<file path="src/rtl/tri_fetch_pkg.sv">
// Shared types and defaults for the triangle element fetch sequencer.
//   tri_fetch_state_t : sweep FSM states
//   tri_fetch_entry_t : one output FIFO entry {data, index, last}
package tri_fetch_pkg;

  localparam int unsigned NDWORDS_DEFAULT    = 9;
  localparam int unsigned FIFO_DEPTH_DEFAULT = 2;
  localparam int unsigned ELEMSZ_DEFAULT     = 32 * NDWORDS_DEFAULT;

  typedef enum logic [1:0] {
    ST_IDLE,
    ST_ISSUE,
    ST_WAIT,
    ST_DRAIN
  } tri_fetch_state_t;

  typedef struct packed {
    logic [ELEMSZ_DEFAULT-1:0] data;
    logic [31:0]               index;
    logic                      last;
  } tri_fetch_entry_t;

endpackage

</file>
<file path="src/rtl/sync_fifo.sv">
// Generic synchronous FIFO with a registered head.
//   clk, resetn : clock, asynchronous active-low reset
//   push, din   : write strobe and data (caller guarantees space)
//   pop         : remove head (ignored when empty)
//   head        : registered head entry (stale when count == 0)
//   count       : current occupancy
module sync_fifo #(
  parameter int unsigned WIDTH = 8,
  parameter int unsigned DEPTH = 2
) (
  input  logic                       clk,
  input  logic                       resetn,
  input  logic                       push,
  input  logic [WIDTH-1:0]           din,
  input  logic                       pop,
  output logic [WIDTH-1:0]           head,
  output logic [$clog2(DEPTH+1)-1:0] count
);

  localparam int unsigned PW = $clog2(DEPTH);
  localparam int unsigned CW = $clog2(DEPTH + 1);

  logic [WIDTH-1:0] mem [DEPTH];
  logic [PW-1:0]    wr_ptr;
  logic [PW-1:0]    rd_ptr;
  logic [PW-1:0]    rd_ptr_nxt;
  logic [WIDTH-1:0] head_q;
  logic             do_pop;

  assign do_pop     = pop && (count != '0);
  assign rd_ptr_nxt = rd_ptr + PW'(1);
  assign head       = head_q;

  always_ff @(posedge clk) begin
    if (push) mem[wr_ptr] <= din;
  end

  always_ff @(posedge clk or negedge resetn) begin
    if (!resetn) begin
      wr_ptr <= '0;
      rd_ptr <= '0;
      count  <= '0;
      head_q <= '0;
    end else begin
      if (push)   wr_ptr <= wr_ptr + PW'(1);
      if (do_pop) rd_ptr <= rd_ptr_nxt;
      if (push && !do_pop)      count <= count + CW'(1);
      else if (!push && do_pop) count <= count - CW'(1);
      // Head follows the new entry when it becomes the only one; otherwise
      // it advances to the next stored entry on a pop.
      if (push && (count == '0 || (do_pop && count == CW'(1))))
        head_q <= din;
      else if (do_pop && count > CW'(1))
        head_q <= mem[rd_ptr_nxt];
    end
  end

endmodule

</file>
<file path="src/rtl/tri_fetch_seq.sv">
// Sweeps element indices first_index..first_index+count-1, reads each one
// from the cached element reader, and forwards it downstream via a FIFO.
//   start/first_index/count : sweep command (sampled in IDLE only)
//   busy, done              : status; done pulses once the FIFO drains
//   rd_*                    : single-outstanding request to the reader
//   out_*                   : valid/ready element stream with index and last
module tri_fetch_seq
  import tri_fetch_pkg::*;
#(
  parameter  int unsigned NDWORDS    = NDWORDS_DEFAULT,
  parameter  int unsigned FIFO_DEPTH = FIFO_DEPTH_DEFAULT,
  localparam int unsigned ELEMSZ     = 32 * NDWORDS
) (
  input  logic              clk,
  input  logic              resetn,
  input  logic              start,
  input  logic [31:0]       first_index,
  input  logic [31:0]       count,
  output logic              busy,
  output logic              done,
  output logic [31:0]       rd_index,
  output logic              rd_read,
  input  logic              rd_iready,
  input  logic [ELEMSZ-1:0] rd_data,
  input  logic              rd_ovalid,
  output logic [ELEMSZ-1:0] out_data,
  output logic [31:0]       out_index,
  output logic              out_last,
  output logic              out_valid,
  input  logic              out_ready
);

  localparam int unsigned CW = $clog2(FIFO_DEPTH + 1);

  typedef struct packed {
    logic [ELEMSZ-1:0] data;
    logic [31:0]       index;
    logic              last;
  } entry_t;

  tri_fetch_state_t state, state_nxt;
  logic [31:0]      cur_idx;
  logic [31:0]      remaining;
  logic             done_q, done_nxt;
  logic             load, capture;
  logic [CW-1:0]    fifo_count;
  logic             fifo_pop;
  logic             room;
  entry_t           push_entry, head_entry;

  // A request is only issued while a FIFO slot is free for its response.
  assign room      = fifo_count < CW'(FIFO_DEPTH);
  assign out_valid = fifo_count != '0;
  assign fifo_pop  = out_valid && out_ready;

  always_comb begin
    state_nxt = state;
    rd_read   = 1'b0;
    load      = 1'b0;
    capture   = 1'b0;
    done_nxt  = 1'b0;
    unique case (state)
      ST_IDLE: begin
        if (start) begin
          load      = 1'b1;
          state_nxt = (count == '0) ? ST_DRAIN : ST_ISSUE;
        end
      end
      ST_ISSUE: begin
        if (rd_iready && room) begin
          rd_read   = 1'b1;
          state_nxt = ST_WAIT;
        end
      end
      ST_WAIT: begin
        if (rd_ovalid) begin
          capture   = 1'b1;
          state_nxt = (remaining > 32'd1) ? ST_ISSUE : ST_DRAIN;
        end
      end
      ST_DRAIN: begin
        // Looks ahead to the pop of the final entry so done lands one
        // cycle after that pop.
        if (fifo_count == '0 || (fifo_count == CW'(1) && fifo_pop)) begin
          done_nxt  = 1'b1;
          state_nxt = ST_IDLE;
        end
      end
      default: state_nxt = ST_IDLE;
    endcase
  end

  always_ff @(posedge clk or negedge resetn) begin
    if (!resetn) begin
      state     <= ST_IDLE;
      cur_idx   <= '0;
      remaining <= '0;
      done_q    <= 1'b0;
    end else begin
      state  <= state_nxt;
      done_q <= done_nxt;
      if (load) begin
        cur_idx   <= first_index;
        remaining <= count;
      end else if (capture) begin
        cur_idx   <= cur_idx + 32'd1;
        remaining <= remaining - 32'd1;
      end
    end
  end

  assign push_entry = '{data: rd_data, index: cur_idx, last: (remaining == 32'd1)};

  sync_fifo #(
    .WIDTH($bits(entry_t)),
    .DEPTH(FIFO_DEPTH)
  ) u_fifo (
    .clk   (clk),
    .resetn(resetn),
    .push  (capture),
    .din   (push_entry),
    .pop   (fifo_pop),
    .head  (head_entry),
    .count (fifo_count)
  );

  assign busy      = state != ST_IDLE;
  assign done      = done_q;
  assign rd_index  = cur_idx;
  assign out_data  = head_entry.data;
  assign out_index = head_entry.index;
  assign out_last  = head_entry.last;

endmodule

</file>
<file path="config.mk">
export PLATFORM = sky130hd
export DESIGN_NAME = tri_fetch_seq
export DESIGN_NICKNAME = d
export VERILOG_FILES = /design/src/rtl/tri_fetch_pkg.sv /design/src/rtl/sync_fifo.sv /design/src/rtl/tri_fetch_seq.sv
export SDC_FILE = /design/constraint.sdc
export NUM_CORES = 2
export LEC_CHECK = 0
export ABC_CLOCK_PERIOD_IN_PS = 18000
export CAP_MARGIN = 20
export CORE_ASPECT_RATIO = 1.2
export CORE_MARGIN = 10
export CORE_UTILIZATION = 32
export CTS_CLUSTER_SIZE = 40
export DETAILED_ROUTE_END_ITERATION = 8
export GPL_TIMING_DRIVEN = 0
export PLACE_DENSITY = 0.5
export SYNTH_ARGS = -nofsm -noshare
export SYNTH_HDL_FRONTEND = slang
export SYNTH_HIERARCHICAL = 1
export SYNTH_SLANG_ARGS = --single-unit
</file>
<file path="constraint.sdc">
create_clock -name clk -period 18 [get_ports clk]
set_input_delay 3.6 -clock clk [delete_from_list [all_inputs] [get_ports clk]]
set_output_delay 3.6 -clock clk [all_outputs]
set_load 0.02 [all_outputs]
</file>
==> impl_metrics.env <==
export IMPL_powerDensity_mw_per_mm2=171
export IMPL_insertion_delay_ps=720
export IMPL_worstPathCellList="clkdlybuf4s50_1, and4_1, clkdlybuf4s50_1"
export IMPL_total_power_mw=10.2
export IMPL_rows=151
export IMPL_place_area_mm2=0.0557
export IMPL_nets=3760
export IMPL_skew_ps=29.5
export IMPL_mappedNetlistArea_mm2=0.0456
export IMPL_min_to="u_fifo/head[299]"
export IMPL_finish_instance_area_mm2=0.0596
export IMPL_io_buffers=714
export IMPL_cts_root_buf="clkbuf_16"
export IMPL_area_delta_synth_final_pct=30.7
export IMPL_max_slew_margin_rel=0.274
export IMPL_arrival_ps=4970
export IMPL_finalCriticalPeriod_ps=8570
export IMPL_setup_tns_final_ps=0
export IMPL_ys_warn_count=6
export IMPL_core_area_mm2=0.142
export IMPL_start_kind="input port"
export IMPL_routed_via_density=4.72
export IMPL_synth_ff_type="edfxtp_1"
export IMPL_tightest_slew_ps=1090
export IMPL_crit_path_frequent_cell="clkdlybuf4s50_1"
export IMPL_hold_depth=1
export IMPL_grt_pass1_vias=27100
export IMPL_antenna_left=0
export IMPL_finalMaxSlewViolations=0
export IMPL_initialDrtViolationCount=1412
export IMPL_synth_edf_count=642
export IMPL_hold_ws_ps=503
export IMPL_tritoncts="built"
export IMPL_grt_start_max_net_pins=94
export IMPL_drive_gt1_frac=0.377
export IMPL_clk_pin_slew_ps=50
export IMPL_syn_avg_cell_area_um2=18.0
export IMPL_synth_fp_nets=2901
export IMPL_setup_ws_ps=9430
export IMPL_wl_mm=138
export IMPL_max_freq_ghz=0.117
export IMPL_grt_usage=0.170
export IMPL_hold_start="u_fifo/head[299]"
export IMPL_dr_pass1_iters=4
export IMPL_die_height_um=434
export IMPL_rsz0062_at_grt="no"
export IMPL_cts_resized=0
export IMPL_syn_instance_count=2537
export IMPL_reg2reg_depth=8
export IMPL_cts_path_max_buffers=3
export IMPL_grt_antenna_before_repair=45
export IMPL_max_stage_delay_ps=630
export IMPL_r2r_slack_ps=13940
export IMPL_fillers=12700
export IMPL_hold_path_class="flip-flop to flip-flop"
export IMPL_synth_seq_cells=1034
export IMPL_path_class="input port to output pin"
export IMPL_start_util=0.323
export IMPL_via_count=25200
export IMPL_synthArstFlopShare=0.379
export IMPL_drc_errors=0
export IMPL_post_place_ws_ps=9450
export IMPL_clock_sinks=1034
export IMPL_post_cts_hold_buffer_count=0
export IMPL_critPathCaptureType="output pin"
export IMPL_drv_cap=0
export IMPL_grt_pass1_wl_mm=197
export IMPL_required_ps=14400
export IMPL_synth_cell_types=61
export IMPL_io_pins=715
export IMPL_die_area_mm2=0.158
export IMPL_critPathSlowestCell="clkdlybuf4s50_1"
export IMPL_r2r_end="u_fifo/head[4]"
export IMPL_power_leakage_nw=22.8
export IMPL_numCtsBuffers=116
export IMPL_gp_congestion=0.781
export IMPL_fp_dieW_um=365
export IMPL_cts_setup_buffers=0
export IMPL_synth_sequential_area_ratio=0.637
export IMPL_dpl_hpwl_mm=99.4
export IMPL_cp_max_fo=3
export IMPL_hold_violations=0
export IMPL_finalCritPeriodShare=0.476
export IMPL_status="finished, final reports clean"
export IMPL_setup_viol=0
export IMPL_h_tree_depth=3
export IMPL_wl_per_cell_um=25.8
export IMPL_grt_overflow=0
export IMPL_vdd_ir_drop_max_mv=0.0931
export IMPL_r2r_start="state[0]"
synth_stat cells (3+ instances only):
cell type | count | share of area
nand2_1 | 74 | 0.0061
dfrtp_1 | 392 | 0.21
buf_4 | 44 | 0.0072
or4_1 | 10 | 0.0016
nor3b_1 | 4 | 0.00066
o311ai_1 | 4 | 0.00077
inv_1 | 13 | 0.0011
o311ai_0 | 7 | 0.0013
a32oi_1 | 4 | 0.00077
nor3_1 | 14 | 0.0015
ha_1 | 6 | 0.0016
mux2_2 | 413 | 0.10
o21ai_0 | 26 | 0.0029
buf_1 | 7 | 0.00058
nor2_1 | 23 | 0.0019
xor2_1 | 9 | 0.0017
buf_8 | 29 | 0.0095
a211o_1 | 6 | 0.0012
and3_1 | 5 | 0.00069
clkbuf_1 | 15 | 0.0012
a221o_1 | 5 | 0.0011
and4_1 | 3 | 0.00058
nand2b_1 | 4 | 0.00055
nor4_1 | 17 | 0.0023
mux2_4 | 551 | 0.18
nand4_1 | 9 | 0.0012
and2_1 | 5 | 0.00069
buf_2 | 43 | 0.0047
o211ai_1 | 16 | 0.0026
nand3_1 | 28 | 0.0031
xnor2_1 | 11 | 0.0021
o21ai_1 | 6 | 0.00066
a31oi_1 | 6 | 0.00082
a21o_1 | 3 | 0.00049
nor4_2 | 3 | 0.00082
a22oi_1 | 9 | 0.0015
a21oi_1 | 16 | 0.0018
edfxtp_1 | 642 | 0.42
buf_6 | 21 | 0.0052
or3_1 | 9 | 0.0012
layout make-up:
class	count	area, um2	area share
flip-flops and latches	1034	29100	0.488
inverters	13	48.8	0.000818
clock inverters	58	653	0.0110
repair buffers	741	7790	0.131
plain buffers	161	1340	0.0225
multi-input cells	1329	15200	0.254
well taps	1836	2300	0.0385
clock buffers	162	3220	0.0539
diodes	13	32.5	0.000545
flip-flops by register name (all words and copies together) (netlist names):
signal and count:
u_fifo/head 321, state 2, u_fifo/mem 642, remaining 32
u_fifo/wr_ptr 1, u_fifo/count 2, u_fifo/rd_ptr 1, rd_index 32
done 1
power by group:
group | internal, mW | switching (mW) | total (mW)
Combinational | 2.32 | 1.92 | 4.24
Sequential | 3.14 | 0.402 | 3.55
Clock | 1.39 | 0.998 | 2.39
layout by cell type (no fill, tap or decap), drive strengths merged, types with 16 or more instances in the layout:
cell | synthesis | final
o21ai | 32 | 32
nor2 | 23 | 23
clkbuf | 15 | 177
clkdlybuf4s50 | 0 | 713
a21oi | 16 | 16
o211ai | 17 | 17
dfrtp | 392 | 392
nand3 | 28 | 28
nor4 | 20 | 20
buf | 146 | 174
edfxtp | 642 | 642
clkinv | 0 | 41
nand2 | 74 | 74
mux2 | 964 | 964
worst max-delay path: cells and delay by family:
family / cells / cell delay [ps]
buffers and inverters: 2 / 1140
AND/OR/NAND/NOR: 1 / 230
kinds of logic (layout without fill, tap and decap cells):
| group | count (synthesis) | in the layout | share of synthesized area |
|---|---|---|---|
| flops | 1034 | 1034 | 0.637 |
| mux | 964 | 964 | 0.283 |
| simple gates | 221 | 221 | 0.0257 |
| buf+inv | 174 | 1135 | 0.0304 |
| compound gates | 118 | 118 | 0.0178 |
| xor+xnor | 20 | 20 | 0.00384 |
| fa+ha+maj | 6 | 6 | 0.00164 |
| other cells | 0 | 13 | 0 |
routing by layer:
layer	vias up	global-route usage	wire [um]
met2	690	0.294	69500
met1	12900	0.200	54300
met4	24	0.0547	3750
met3	213	0.0512	10400
met5	-	0	143
li1	11400	-	-
metrics by stage:
stage | cells | utilization
after floorplan | 2537 | -
after global placement | 5087 | 0.389
after detailed placement | 5114 | 0.394
after CTS | 5334 | 0.421
after global routing | 5343 | 0.421
final | 5347 | 0.421
worst max-delay path by stage:
stage                          from               end  slack [ps]  depth (start not counted)
after CTS                 rd_iready           rd_read        9440                          3
after global placement       resetn  u_fifo/head[223]       -8690                          1
after detailed placement  rd_iready           rd_read        9450                          3
after global routing      rd_iready           rd_read        9400                          3
final                     rd_iready           rd_read        9430                          3
after floorplan           rd_ovalid  u_fifo/mem[0][0]        4820                          4
No activity file was read; power rests on OpenSTA's default activity.
